==> config.mk <==
export PLATFORM = sky130hd
export DESIGN_NAME = decode_scoreboard
export DESIGN_NICKNAME = d
export VERILOG_FILES = /design/src/rtl/utils_top.sv /design/src/rtl/decode_fwd_sel.sv /design/src/rtl/decode_scoreboard.sv
export SDC_FILE = /design/constraint.sdc
export NUM_CORES = 1
export LEC_CHECK = 0
export CAP_MARGIN = 20
export CORE_MARGIN = 2
export CORE_UTILIZATION = 41
export DETAILED_ROUTE_END_ITERATION = 16
export PLACE_DENSITY_LB_ADDON = 0.08
export REMOVE_ABC_BUFFERS = 1
export SETUP_SLACK_MARGIN = 0.15
export SLEW_MARGIN = 20
export SYNTH_ARGS = -nofsm -noshare
export SYNTH_HDL_FRONTEND = slang
export SYNTH_SLANG_ARGS = --single-unit
==> constraint.sdc <==
create_clock -name clk -period 4.9 [get_ports clk]
set_input_delay 0.98 -clock clk [delete_from_list [all_inputs] [get_ports clk]]
set_output_delay 0.98 -clock clk [all_outputs]
set_load 0.05 [all_outputs]
==> src/rtl/utils_top.sv <==
// Shared decode-side types: scoreboard slot layout and the x0 index.
// No ports; imported by decode_scoreboard and decode_fwd_sel.
package utils_top;

    localparam logic [4:0] REG_ZERO = 5'd0;

    typedef struct packed {
        logic       vld;
        logic [4:0] rd;
        logic       we;
        logic       ld;
    } sb_slot_t;

    // A slot produces the source when it is a live write to a non-x0 rd
    // equal to the source, and the source is actually read.
    function automatic logic slot_match(sb_slot_t s, logic [4:0] src,
                                        logic re);
        return s.vld & s.we & (s.rd != REG_ZERO) & (s.rd == src) & re;
    endfunction

endpackage

==> src/rtl/decode_fwd_sel.sv <==
// Per-operand producer select: finds the youngest matching slot.
// Ports: slots/src/re/fwd_dat/rgf_dat in; dat (operand), hazard out.
module decode_fwd_sel
    import utils_top::*;
#(
    parameter int XLEN   = 32,
    parameter int DEPTH  = 3,
    parameter int LD_LAT = 1
) (
    input  sb_slot_t [DEPTH-1:0]    slots,
    input  logic [4:0]              src,
    input  logic                    re,
    input  logic [DEPTH*XLEN-1:0]   fwd_dat,
    input  logic [XLEN-1:0]         rgf_dat,
    output logic [XLEN-1:0]         dat,
    output logic                    hazard
);

    logic            hit;
    logic            rdy;
    logic [XLEN-1:0] fsel;

    // Walk oldest to youngest so the youngest match overwrites the rest.
    // hazard never looks at fwd_dat, keeping stall off the data path.
    always_comb begin
        hit  = 1'b0;
        rdy  = 1'b0;
        fsel = '0;
        for (int k = DEPTH - 1; k >= 0; k--) begin
            if (slot_match(slots[k], src, re)) begin
                hit  = 1'b1;
                rdy  = ~(slots[k].ld & (k < LD_LAT));
                fsel = fwd_dat[k*XLEN +: XLEN];
            end
        end
        hazard = hit & ~rdy;
        dat    = (hit & rdy) ? fsel : rgf_dat;
    end

endmodule

==> src/rtl/decode_scoreboard.sv <==
// Decode hazard/forwarding unit: shift-register scoreboard of in-flight
// destinations, load-use stall, operand forwarding, stall counter.
// Ports: dec_* decode fields, flush, rgf_rd1/2, fwd_dat in;
//        rs1_dat/rs2_dat, stall, issue, stall_cnt out.
module decode_scoreboard
    import utils_top::*;
#(
    parameter int XLEN   = 32,
    parameter int DEPTH  = 3,
    parameter int LD_LAT = 1,
    parameter int CNT_W  = 32
) (
    input  logic                  clk,
    input  logic                  rst,
    input  logic                  dec_vld,
    input  logic [4:0]            dec_rs1,
    input  logic [4:0]            dec_rs2,
    input  logic                  dec_rs1_re,
    input  logic                  dec_rs2_re,
    input  logic [4:0]            dec_rd,
    input  logic                  dec_we,
    input  logic                  dec_is_load,
    input  logic                  flush,
    input  logic [XLEN-1:0]       rgf_rd1,
    input  logic [XLEN-1:0]       rgf_rd2,
    input  logic [DEPTH*XLEN-1:0] fwd_dat,
    output logic [XLEN-1:0]       rs1_dat,
    output logic [XLEN-1:0]       rs2_dat,
    output logic                  stall,
    output logic                  issue,
    output logic [CNT_W-1:0]      stall_cnt
);

    sb_slot_t [DEPTH-1:0] slots;
    sb_slot_t             slot_in;
    logic                 haz1;
    logic                 haz2;

    decode_fwd_sel #(
        .XLEN   (XLEN),
        .DEPTH  (DEPTH),
        .LD_LAT (LD_LAT)
    ) u_sel1 (
        .slots   (slots),
        .src     (dec_rs1),
        .re      (dec_rs1_re),
        .fwd_dat (fwd_dat),
        .rgf_dat (rgf_rd1),
        .dat     (rs1_dat),
        .hazard  (haz1)
    );

    decode_fwd_sel #(
        .XLEN   (XLEN),
        .DEPTH  (DEPTH),
        .LD_LAT (LD_LAT)
    ) u_sel2 (
        .slots   (slots),
        .src     (dec_rs2),
        .re      (dec_rs2_re),
        .fwd_dat (fwd_dat),
        .rgf_dat (rgf_rd2),
        .dat     (rs2_dat),
        .hazard  (haz2)
    );

    // flush dominates: a killed instruction neither stalls nor issues.
    assign stall = dec_vld & ~flush & (haz1 | haz2);
    assign issue = dec_vld & ~stall & ~flush;

    always_comb begin
        slot_in = '0;
        if (issue) begin
            slot_in.vld = 1'b1;
            slot_in.rd  = dec_rd;
            slot_in.we  = dec_we;
            slot_in.ld  = dec_is_load;
        end
    end

    always_ff @(posedge clk or posedge rst) begin
        if (rst) begin
            slots     <= '0;
            stall_cnt <= '0;
        end else begin
            slots <= {slots[DEPTH-2:0], slot_in};
            if (stall && (stall_cnt != '1)) begin
                stall_cnt <= stall_cnt + 1'b1;
            end
        end
    end

endmodule

==> metrics.cfg, run 1 <==
[logic_synthesis]
synth_edf_count=0
ys_ff_latch=54
yosysSeqAreaShare_pct=29.4
synthArstFlopShare_pct=100
yosysWarnings=0
ys_types=44
synth.cell_area_um2=4600
synthCells=560
synth_flop_cell=dfrtp_1
avgSynthCellArea_um2=8.21

[floorplanning]
die_w_um=110
fp.coreArea_um2=10900
start_util_pct=42.2
boundaryPins=281
row_count=38
fp.dieArea_um2=12100
die_height_um=110

[final_layout]
fillers=876
diodes=0
multi_input_area_um2=3050
areaGrowthSynthToFinish_pct=70.3
layout_commonest_cell=clkdlybuf4s50_1
final_layout_size_suffix_gt1_share_pct=20.0
mostFrequentLayoutCells=clkdlybuf4s50_1 (216), nor3_1 (77), nor2_1 (74)
final_nets=999
regArea_um2=1350

[clocking]
clkLatencyLatePin_ns=0.31
cts.clk_slew.worst_paths_ns=0.09
numCtsBuffers=5
cts_hold_buf=0
cts-root-buf=clkbuf_8
postCtsSetupBuffers=0
clockBufferDepth=2
ctsHtreeMaxLevel=2
clock_sinks=54
cts_tree=done

[pwr]
cellPowerDensity_nw_per_um2=149
power.share.sequential_pct=39.5
power_frac_clock_pct=20.7
power.total_mw=1.17
p_leak_nw=3.16
p_sw_share_pct=31.1
p_switching_mw=0.363
ir_drop_uv=147
p_int_mw=0.804
pwr-share-comb_pct=39.8

[setup_path]
critical_path_arrival_ns=3.66
critPathCaptureType=output port
cp.required_ns=3.92
crit_type=in2out
crit_path_start_kind=input pin
r2r_slack_ns=2.11
path_max_fanout=16

[global_route]
grt_usage_pct=34.2
grt_pass1_vias=5704
grt_pass1_wl_um=31600
antenna_found_initial=0
grt_max_degree=65
overflow=0

[sta]
rsz0062_at_grt=no
tightestPinTransition_ns=0.991
fmax_mhz=216
relSlewSlack_pct=33.0
slew_viol_final=0
setup_viol=0
fin_crit_sh_pct=94.7
fin_tns_setup_ns=0
hold_viol=0
finClkSkew_ns=0.00616
period_needed_ns=4.64

[placement]
portBuffers=280
routabilityCongestion=0.964
dpl.hpwl_um=16500

[job]
drv_cap=0

[route]
routedWlPerCell_um=22.7
drt-initial-drc-count=549
wirelength_um=21700
drtPass1Iterations=7
ant_nets=0
viasPerCell=6.10
vias=5829
drc=0

[status]
status=complete, no violations

[min_path]
worstHoldPathType=reg2reg

area by class of cell:
class	instances	area share, %
Timing Repair Buffer	293	40.3
Multi-Input combinational cell	456	38.9
Sequential cell	54	17.2
Tap cell	140	2.24
Clock buffer	6	0.926
Inverter	5	0.256
Clock inverter	2	0.176
routing by layer:
metal | track usage [%] | up-vias | wire length, µm
li1 | - | 2633 | -
met1 | 40.8 | 2807 | 8100
met2 | 57.3 | 322 | 10500
met3 | 11.4 | 67 | 2250
met4 | 12.3 | 0 | 875
met5 | 0 | - | 0
critical path, cell delays in order:
cell	delay [ns]
clkdlybuf4s50_1	0.55
nand2b_1	0.16
nand3_1	0.12
or4_1	0.58
and2_4	0.22
mux2i_4	0.54
o221a_1	0.34
buf_12	0.15
power groups by stage:
stage	logic [mW]	clock network, mW	registers (mW)
after floorplan	0.184	0	0.469
after global placement	0.456	0	0.469
after detailed placement	0.459	0	0.470
after CTS	0.462	0.247	0.461
after global routing	0.484	0.265	0.462
final	0.464	0.241	0.461
synth_stat cells, types with 6 or more instances:
library cell | instances | share of area [%]
a21oi_1 | 32 | 3.5
and2_1 | 9 | 1.2
buf_1 | 6 | 0.49
buf_2 | 15 | 1.6
buf_6 | 6 | 1.5
clkbuf_1 | 17 | 1.4
dfrtp_1 | 54 | 29
nand2_1 | 19 | 1.6
nand2b_1 | 6 | 0.82
nand3_1 | 16 | 1.7
nand4_1 | 15 | 2.0
nor2_1 | 74 | 6.0
nor3_1 | 77 | 8.4
nor4_1 | 14 | 1.9
o21ai_0 | 32 | 3.5
o221a_2 | 62 | 15
xnor2_1 | 29 | 5.5
xor2_1 | 29 | 5.5
kinds of logic (layout without fill, tap and decap cells):
logic type,after synthesis,after routing,share of synthesized area [%]
buf+inv,51,306,5.66
flops,54,54,29.4
xor+xnor,58,58,11.0
mux,2,3,0.734
simple gates,256,256,28.1
compound gates,138,138,24.8
fa+ha+maj,1,1,0.272
repair_timing:
action,4_1_cts,5_1_grt
gates cloned,1,0
hold endpoints to repair,0,0
endpoints found under the setup margin,32,53
gates resized for setup,1,4
pin swaps,0,0
registers in the layout, indices dropped and copies added (netlist names):
signal     flops
stall_cnt     32
slots         22
metrics by stage:
stage	setup WS [ns]	hold WS (ns)	area, µm²	std cells	util, %
2_1_floorplan	-2.24	0.354	4360	514	-
3_3_place_gp	0.125	0.378	7700	946	70.7
3_5_place_dp	0.0725	0.383	7700	947	70.8
4_1_cts	0.179	0.404	7810	956	71.8
5_1_grt	0.180	0.416	7840	956	72.0
6_report	0.261	0.400	7840	956	72.0
path summary, 6_finish.rpt:
path / startpoint / endpoint / depth (start not counted)
min in group asynchronous: rst / slots[21] / 2
max in group asynchronous: rst / stall_cnt[13] / 2
setup / recovery: dec_rs1[4] / rs1_dat[2] / 8
hold / removal: slots[7] / slots[15] / 0
hold reg to reg: slots[7] / slots[15] / 0
setup reg to reg: stall_cnt[4] / stall_cnt[18] / 6
(Power assumes the default switching activity.)
==> run 2: changes to the inputs <==
--- a/config.mk
+++ b/config.mk
@@ -6,9 +6,11 @@
 export NUM_CORES = 1
 export LEC_CHECK = 0
 export CAP_MARGIN = 20
-export CORE_MARGIN = 2
-export CORE_UTILIZATION = 41
+export CORE_AREA = 2 2 109 111
+export CTS_CLUSTER_DIAMETER = 40
 export DETAILED_ROUTE_END_ITERATION = 16
+export DIE_AREA = 0 0 111 113
+export DONT_BUFFER_PORTS = 1
 export PLACE_DENSITY_LB_ADDON = 0.08
 export REMOVE_ABC_BUFFERS = 1
 export SETUP_SLACK_MARGIN = 0.15
==> constraint.sdc (replaced) <==
create_clock -name clk -period 4.9 [get_ports clk]
set_input_delay 0.735 -clock clk [delete_from_list [all_inputs] [get_ports clk]]
set_output_delay 0.735 -clock clk [all_outputs]
set_load 0.05 [all_outputs]
==> metrics.cfg, run 2 (synthesis results as in run 1) <==
[status]
status=complete, no violations  ; unchanged

[setup_path]
cp.required_ns=4.16  ; was 3.92 ns
cp-startpoint=slots[10]  ; was dec_rs1[4]
crit_type=reg2out  ; was in2out
crit_path_start_kind=register  ; was input pin
path_max_fanout=19  ; was 16
r2r_end=stall_cnt[6]  ; was stall_cnt[18]
r2r_start=stall_cnt[4]  ; unchanged
r2r_cells=7  ; was 6
critPathCaptureType=output port  ; unchanged
critical_path_arrival_ns=3.42  ; was 3.66 ns
r2r_slack_ns=1.86  ; was 2.11 ns

[final_layout]
reg.largest.list=stall_cnt x32, slots x22  ; unchanged
regArea_um2=1350  ; unchanged
diodes=0  ; unchanged
fillers=1155  ; was 876
multi_input_area_um2=3010  ; was 3050 µm²
final_layout_size_suffix_gt1_share_pct=18.2  ; was 20.0%
areaGrowthSynthToFinish_pct=4.24  ; was 70.3%
largest_register_ffs=32  ; unchanged
mostFrequentLayoutCells=nor3_1 (77), nor2_1 (74), o221a_2 (62)  ; was clkdlybuf4s50_1 (216), nor3_1 (77), nor2_1 (74)
top_register=stall_cnt  ; unchanged
layout_commonest_cell=nor3_1  ; was clkdlybuf4s50_1
final_nets=717  ; was 999
instances_no_fill=677  ; was 956
final_util_pct=42.5  ; was 72.0%

[sta]
setup_viol=0  ; unchanged
period_needed_ns=4.15  ; was 4.64 ns
holdWs_ns=0.405  ; was 0.400 ns
slew_viol_final=0  ; unchanged
fmax_mhz=241  ; was 216 MHz
tightestPinTransition_ns=0.875  ; was 0.991 ns
fin_tns_setup_ns=0  ; unchanged
rsz0062_at_grt=no  ; unchanged
relSlewSlack_pct=40.8  ; was 33.0%
finClkSkew_ns=0.00389  ; was 0.00616 ns
hold_viol=0  ; unchanged
fin_crit_sh_pct=84.7  ; was 94.7%

[pwr]
ir_drop_uv=215  ; was 147 µV
cellPowerDensity_nw_per_um2=213  ; was 149 nW/µm²
p_leak_nw=1.89  ; was 3.16 nW
power.total_mw=1.02  ; was 1.17 mW

[placement]
routabilityCongestion=0.967  ; was 0.964
dp_cells=669  ; was 947
dpl.hpwl_um=14100  ; was 16500 µm
portBuffers=0  ; was 280

[clocking]
cts-root-buf=clkbuf_16  ; was clkbuf_8
clockBufferDepth=2  ; unchanged
cts_resized=0  ; was 1
clkLatencyLatePin_ns=0.29  ; was 0.31 ns
postCtsSetupBuffers=0  ; unchanged
numCtsBuffers=5  ; unchanged
clock_sinks=54  ; unchanged
cts.clk_slew.worst_paths_ns=0.07  ; was 0.09 ns
ctsHtreeMaxLevel=2  ; unchanged
cts_tree=done  ; unchanged
cts_hold_buf=0  ; unchanged

[route]
routedWlPerCell_um=26.9  ; was 22.7 µm
viasPerCell=6.75  ; was 6.10
vias=4573  ; was 5829
wirelength_um=18200  ; was 21700 µm
drt-initial-drc-count=449  ; was 549
drtPass1Iterations=6  ; was 7
drc=0  ; unchanged
ant_nets=0  ; unchanged

[floorplanning]
boundaryPins=281  ; unchanged
die_w_um=111  ; was 110 µm
start_util_pct=40.8  ; was 42.2%
die_height_um=113  ; was 110 µm
row_count=39  ; was 38
fp.coreArea_um2=11300  ; was 10900 µm²
fp.dieArea_um2=12500  ; was 12100 µm²

[min_path]
hold_depth=0  ; unchanged
worstHoldPathType=reg2reg  ; unchanged
min_from=slots[7]  ; unchanged
hold_end=slots[15]  ; unchanged

[job]
drv_cap=0  ; unchanged

[global_route]
grt_pass1_vias=4324  ; was 5704
grt_max_degree=65  ; unchanged
grt_pass1_wl_um=26800  ; was 31600 µm
antenna_found_initial=0  ; unchanged
grt_usage_pct=27.2  ; was 34.2%
overflow=0  ; unchanged

-- run 2: area by class of cell --
cell class              count  share of cell area (%)
repair buffers             12                    1.88
clock buffers               5                    2.61
clock inverters             3                   0.522
multi-input cells         455                    62.7
flip-flops and latches     54                    28.2
well taps                 143                    3.73
inverters                   5                   0.391
-- run 2: how the worst max path moves through the flow --
stage / to / depth (start not counted)
after floorplan: rs2_dat[0] / 6
after global placement: rs1_dat[2] / 7
after detailed placement: rs1_dat[2] / 6
after CTS: rs1_dat[2] / 6
after global routing: rs1_dat[15] / 7
final: rs1_dat[15] / 7
-- run 2: per-layer routing --
metal / vias up / global-route usage [%] / share of wire [%]
met5: - / 0 / 0
met3: 39 / 9.69 / 11
li1: 2064 / - / -
met1: 2217 / 33.0 / 37
met2: 253 / 45.8 / 49
met4: 0 / 8.17 / 2.9
-- run 2: per-stage QoR --
stage | setup slack [ns] | area [µm²]
after detailed placement | 0.833 | 4640
after CTS | 0.440 | 4790
after global routing | 0.629 | 4790
final | 0.748 | 4790
after global placement | 0.929 | 4640
after floorplan | -1.75 | 4360
-- run 2: where the power goes --
| part | internal [mW] | leakage [nW] | switching (mW) | total, mW |
|---|---|---|---|---|
| Clock | 0.192 | 0.0704 | 0.163 | 0.355 |
| Combinational | 0.0569 | 1.08 | 0.147 | 0.204 |
| Sequential | 0.453 | 0.736 | 0.00866 | 0.461 |
-- run 2: critical path, stage by stage (launching register included) --
cell      delay, ns
dfrtp_1        0.44
or4_1          0.19
o211ai_2       0.14
or4_1          0.78
and2_4         0.27
mux2i_4        0.53
buf_4          0.34
o221a_2        0.42
==> patch 1: new RTL, flow settings as in run 2 <==
`REG_ZERO`: 5'd0 -> 5'd1.
--- a/src/rtl/utils_top.sv
+++ b/src/rtl/utils_top.sv
@@ -3,5 +3,5 @@
 package utils_top;
 
-    localparam logic [4:0] REG_ZERO = 5'd0;
+    localparam logic [4:0] REG_ZERO = 5'd1;
 
     typedef struct packed {
Formal check against the unedited RTL: not equivalent (a bounded check fails within 4 cycles, from zero or initial values and one cycle with rst high).
==> patch 1 against run 2 <==
- setup slack gained 0.53 ns
- final area grew 20%
- register-to-register slack gained 0.13 ns
- routed wire length grew 0.76%
- maximum frequency grew 15%
- global-route usage grew 0.33 points
- sequential cell count is the same
- die area is the same
- count of clock-buffer cells in the layout is the same
- synthesized area grew 12%
- first-iteration DRC count shrank 7.8%
- total power grew 7.6%
- utilization grew 8.6 points
- combinational power grew 42%
==> patch 1: results (changes against run 2) <==
| Metric | Value |
|---|---|
| Leakage dissipation | 2.51 nW (+33%) |
| Share of synthesized area occupied by flip-flops and latches | 0.263 (-0.0305) |
| Final weighted congestion in routability-driven placement | 0.942 (-2.6%) |
| Origin of the critical flop-to-flop path | stall_cnt[0]$_DFFE_PP0P_ |
| First-pass GRT wire length | 27900 µm (+4.2%) |
| Wire length on met3 | 1560 µm (-21%) |
| Arr. time, crit path | 2.88 ns (-0.54 ns) |
| Filler cells | 1114 (-3.5%) |
| Dominant synthesized flop cell | dfrtp_1 |
| Wire length the detailed router placed on met1 | 6860 µm (+1.7%) |
| Peak ir drop on the vdd network | 0.251 mV (+17%) |
| Top cells by count, synth | a211oi_1, o21ai_0, a21oi_1, o22ai_1, nor2b_1 |
| TritonRoute pass-1 iters | 5 (-1) |
| Worst Tran Pin Value | 0.999 ns (+0.123 ns) |
| Synth top area cells | dfrtp_1, a211oi_1, o22ai_1 |
| Total GRT Usage | 0.275 (+0.00325) |
| Total number of nets in the final design | 855 (+19%) |
| Largest driver fanout on the critical path | 64 (+45) |
| Antenna violations before repair | 2 (+2) |
| Status | finished clean |
| Xor/xnor share of the synthesized area | 0.102 (-0.00806) |
| Layout cell share with drive strength beyond 1 | 0.152 (-0.0299) |
| Detail-routed net length per standard cell | 22.4 µm (-17%) |
| Vias in the first global route | 5108 (+18%) |
| Compound-gate portion of the synthesized area | 0.314 (+0.0656) |
| Total length of routed met2 wires | 9110 µm (+2.2%) |
| DPL Wire Length | 13300 µm (-5.7%) |
| Int Pwr | 743 µW (+5.9%) |
| Clock root buffer | clkbuf_16 |
| Critical path launch point | slots[20]$_DFF_PP0_ |
| Area share of fa/ha/maj cells after synthesis | 0.00244 (-0.000283) |
| Via density | 6.49 (-3.9%) |
| Detailed router's first-iteration violation count | 414 (-7.8%) |
==> patch 1: final cells by class <==
| cell class | instances | area (µm²) | share of cell area |
|---|---|---|---|
| Clock buffer | 5 | 125 | 0.0217 |
| Clock inverter | 3 | 21.3 | 0.00369 |
| Tap cell | 143 | 179 | 0.0310 |
| Antenna cell | 2 | 5.00 | 0.000868 |
| Timing Repair Buffer | 74 | 556 | 0.0964 |
| Multi-Input combinational cell | 531 | 3510 | 0.608 |
| Sequential cell | 54 | 1350 | 0.235 |
| Inverter | 5 | 20.0 | 0.00347 |
==> patch 1: layer usage <==
| layer | global-route usage | up-vias |
|---|---|---|
| li1 | - | 2449 |
| met2 | 0.482 | 261 |
| met5 | 0 | - |
| met4 | 0.125 | 0 |
| met1 | 0.312 | 2541 |
| met3 | 0.0809 | 53 |
==> patch 1: final timing paths <==
check                      cells after the start  slack (ns)                        to
min reg2reg                                    0        0.39        slots[9]$_DFF_PP0_
min in group asynchronous                      1        0.50  stall_cnt[3]$_DFFE_PP0P_
min                                            0        0.39        slots[9]$_DFF_PP0_
max in group asynchronous                      1        3.82        slots[0]$_DFF_PP0_
max                                            8        1.28                rs2_dat[2]
max reg2reg                                    6        1.99  stall_cnt[1]$_DFFE_PP0P_
==> patch 1: critical path: stages, from the launching register on <==
cell,delay [ns]
dfrtp_1,0.41
or4b_1,0.58
o211ai_2,0.31
nor3_4,0.07
buf_4,0.33
and2b_1,0.28
a211oi_1,0.04
o22ai_1,0.27
buf_4,0.27
==> patch 1: cell families after synthesis <==
family / after synthesis
multiplexers: 1
flip-flops: 54
adder cells (fa/ha/maj): 1
XOR/XNOR: 60
AND/OR/NAND/NOR: 204
AO/OA/AOI/OAI: 265
buffers and inverters: 56
==> patch 1: power by group through the flow <==
stage,Combinational [mW],Clock (mW),Sequential (mW)
3_5_place_dp,0.289,0,0.474
4_1_cts,0.290,0.351,0.465
6_report,0.289,0.343,0.466
5_1_grt,0.307,0.372,0.467
2_1_floorplan,0.216,0,0.473
3_3_place_gp,0.284,0,0.474
==> patch 1: through the flow <==
stage               area, µm²  total power, mW  std cells  utilization  setup WS, ns
floorplan                4860            0.689        590            -         0.427
global placement         5610            0.758        807        0.498          1.59
detailed placement       5610            0.763        807        0.498          1.52
CTS                      5760             1.11        815        0.511          1.27
global route             5760             1.15        816        0.511          1.14
finish                   5770             1.10        817        0.511          1.28
==> patch 2: new RTL, settings of run 2 <==
Made on the original files. Register the output `stall_cnt` once more, with the module's reset; this adds one clock of latency there. The other outputs are not delayed to match.
--- a/src/rtl/decode_scoreboard.sv
+++ b/src/rtl/decode_scoreboard.sv
@@ -31,4 +31,6 @@
     output logic [CNT_W-1:0]      stall_cnt
 );
+
+    logic [CNT_W-1:0] stall_cnt_s0;
 
     sb_slot_t [DEPTH-1:0] slots;
@@ -82,10 +84,18 @@
         if (rst) begin
             slots     <= '0;
+            stall_cnt_s0 <= '0;
+        end else begin
+            slots <= {slots[DEPTH-2:0], slot_in};
+            if (stall && (stall_cnt_s0 != '1)) begin
+                stall_cnt_s0 <= stall_cnt_s0 + 1'b1;
+            end
+        end
+    end
+
+    always_ff @(posedge clk or posedge rst) begin
+        if (rst) begin
             stall_cnt <= '0;
         end else begin
-            slots <= {slots[DEPTH-2:0], slot_in};
-            if (stall && (stall_cnt != '1)) begin
-                stall_cnt <= stall_cnt + 1'b1;
-            end
+            stall_cnt <= stall_cnt_s0;
         end
     end
Behaviour: not the same (a bounded check fails within 4 cycles, from zero or initial values and one cycle with rst high).
==> patch 2 against run 2 <==
- final area increased by 27%
- synthesized area increased by 16%
- setup slack improved by 0.34 ns
- sequential power increased by 58%
- critical path depth increased by 1
- utilization increased by 12 points
- count of clock-buffer cells in the layout increased by 6
- sequential cell count increased by 32
- total power increased by 72%
- hold slack got worse by 0.11 ns
- first-iteration DRC count decreased by 35%
- routed wire length decreased by 2.8%
- clock skew increased by 0.0019 ns
- critical path type unchanged
- critical endpoint is now rs2_dat[15]
- largest cell class unchanged
==> patch 2: results (changes against run 2) <==
| Metric | Value |
|---|---|
| Status | finished clean |
| Slowest-stage cell, CP | or4_4 |
| GR Util met1 | 0.327 (-0.00300) |
| TritonCTS Buffers | 9 (+4) |
| Worst slack after detailed placement | 1.23 ns (+0.401 ns) |
| Switching fraction of total power | 0.256 (-0.0564) |
| Min cycle time layout | 3.81 ns (-0.343 ns) |
| Arr. time, crit path | 3.07 ns (-0.35 ns) |
| Placement-stage cell area | 0.00575 mm² (+24%) |
| Number of library cell types mapped by synthesis | 42 (-4.5%) |
| Antenna violations before repair | 1 (+1) |
| Number of standard cells in the layout, taps in and fillers out | 710 (+4.9%) |
| Cells after DPL | 693 (+3.6%) |
| Peak ir drop on the vdd network | 0.245 mV (+14%) |
| Layout cell share with drive strength beyond 1 | 0.163 (-0.0191) |
| Hold crit path type | in2async |
| Slowest Stage Delay on Critical Path | 0.57 ns (-0.21 ns) |
| Total length of routed met2 wires | 8360 µm (-6.2%) |
| H-tree depth | 3 (+1) |
| Final weighted congestion in routability-driven placement | 0.943 (-2.6%) |
| Top cells by count, synth | dfrtp_1, nor2_1, mux2i_1 |
| Xor/xnor share of the synthesized area | 0.100 (-0.0100) |
| Largest driver fanout on the critical path | 25 (+6) |
| First-pass GRT wire length | 26800 µm (about the same) |
| Worst Tran Pin Value | 0.658 ns (-0.217 ns) |
| Origin of the critical flop-to-flop path | slots[6]$_DFF_PP0_ |
| Total GRT Usage | 0.276 (+0.00435) |
| CP endpoint | rs2_dat[15] |
| Detailed router's first-iteration violation count | 290 (-35%) |
| Largest registers | stall_cnt (32), stall_cnt_s0 (32), slots (22) |
patch 2: cell families (layout without fill, tap and decap cells):
logic type               count (synthesis)  after routing
XOR/XNOR                                61             61
buffers and inverters                   66             98
AND/OR/NAND/NOR                        183            183
other                                    0              1
flip-flops                              86             86
adder cells (fa/ha/maj)                  1              1
AO/OA/AOI/OAI                           72             72
multiplexers                            65             65
patch 2: worst min path at each step:
stage / from / end / slack, ns / cells past startpoint
floorplan: stall_cnt_s0[15]$_DFFE_PP0P_ / stall_cnt[15]$_DFF_PP0_ / 0.37 / 0
global placement: slots[9]$_DFF_PP0_ / slots[17]$_DFF_PP0_ / 0.38 / 0
detailed placement: slots[9]$_DFF_PP0_ / slots[17]$_DFF_PP0_ / 0.40 / 0
CTS: rst / stall_cnt[20]$_DFF_PP0_ / 0.31 / 1
global route: rst / stall_cnt[15]$_DFF_PP0_ / 0.35 / 1
finish: rst / stall_cnt[15]$_DFF_PP0_ / 0.30 / 1
patch 2: final cells by class:
cell class              count  area, µm²  share of cell area
clock inverters             5        106              0.0174
diodes                      1       2.50            0.000410
repair buffers             41        320              0.0525
flip-flops and latches     86       2150               0.353
clock buffers              11        243              0.0398
multi-input cells         382       2950               0.483
well taps                 143        179              0.0293
inverters                  41        155              0.0254
patch 2: power by group through the flow:
stage / sequential [mW] / clock, mW / combinational, mW
2_1_floorplan: 0.739 / 0 / 0.198
3_3_place_gp: 0.742 / 0 / 0.244
3_5_place_dp: 0.742 / 0 / 0.246
4_1_cts: 0.729 / 0.791 / 0.247
5_1_grt: 0.730 / 0.818 / 0.259
6_report: 0.729 / 0.780 / 0.245
patch 2: worst register-to-register path: stages, from the launching register on:
cell and delay [ns]:
dfrtp_1 0.45, xor2_1 0.19, nor4_1 0.42, o2bb2ai_1 0.27
nand3_2 0.46, or3_1 0.49, xnor2_1 0.13
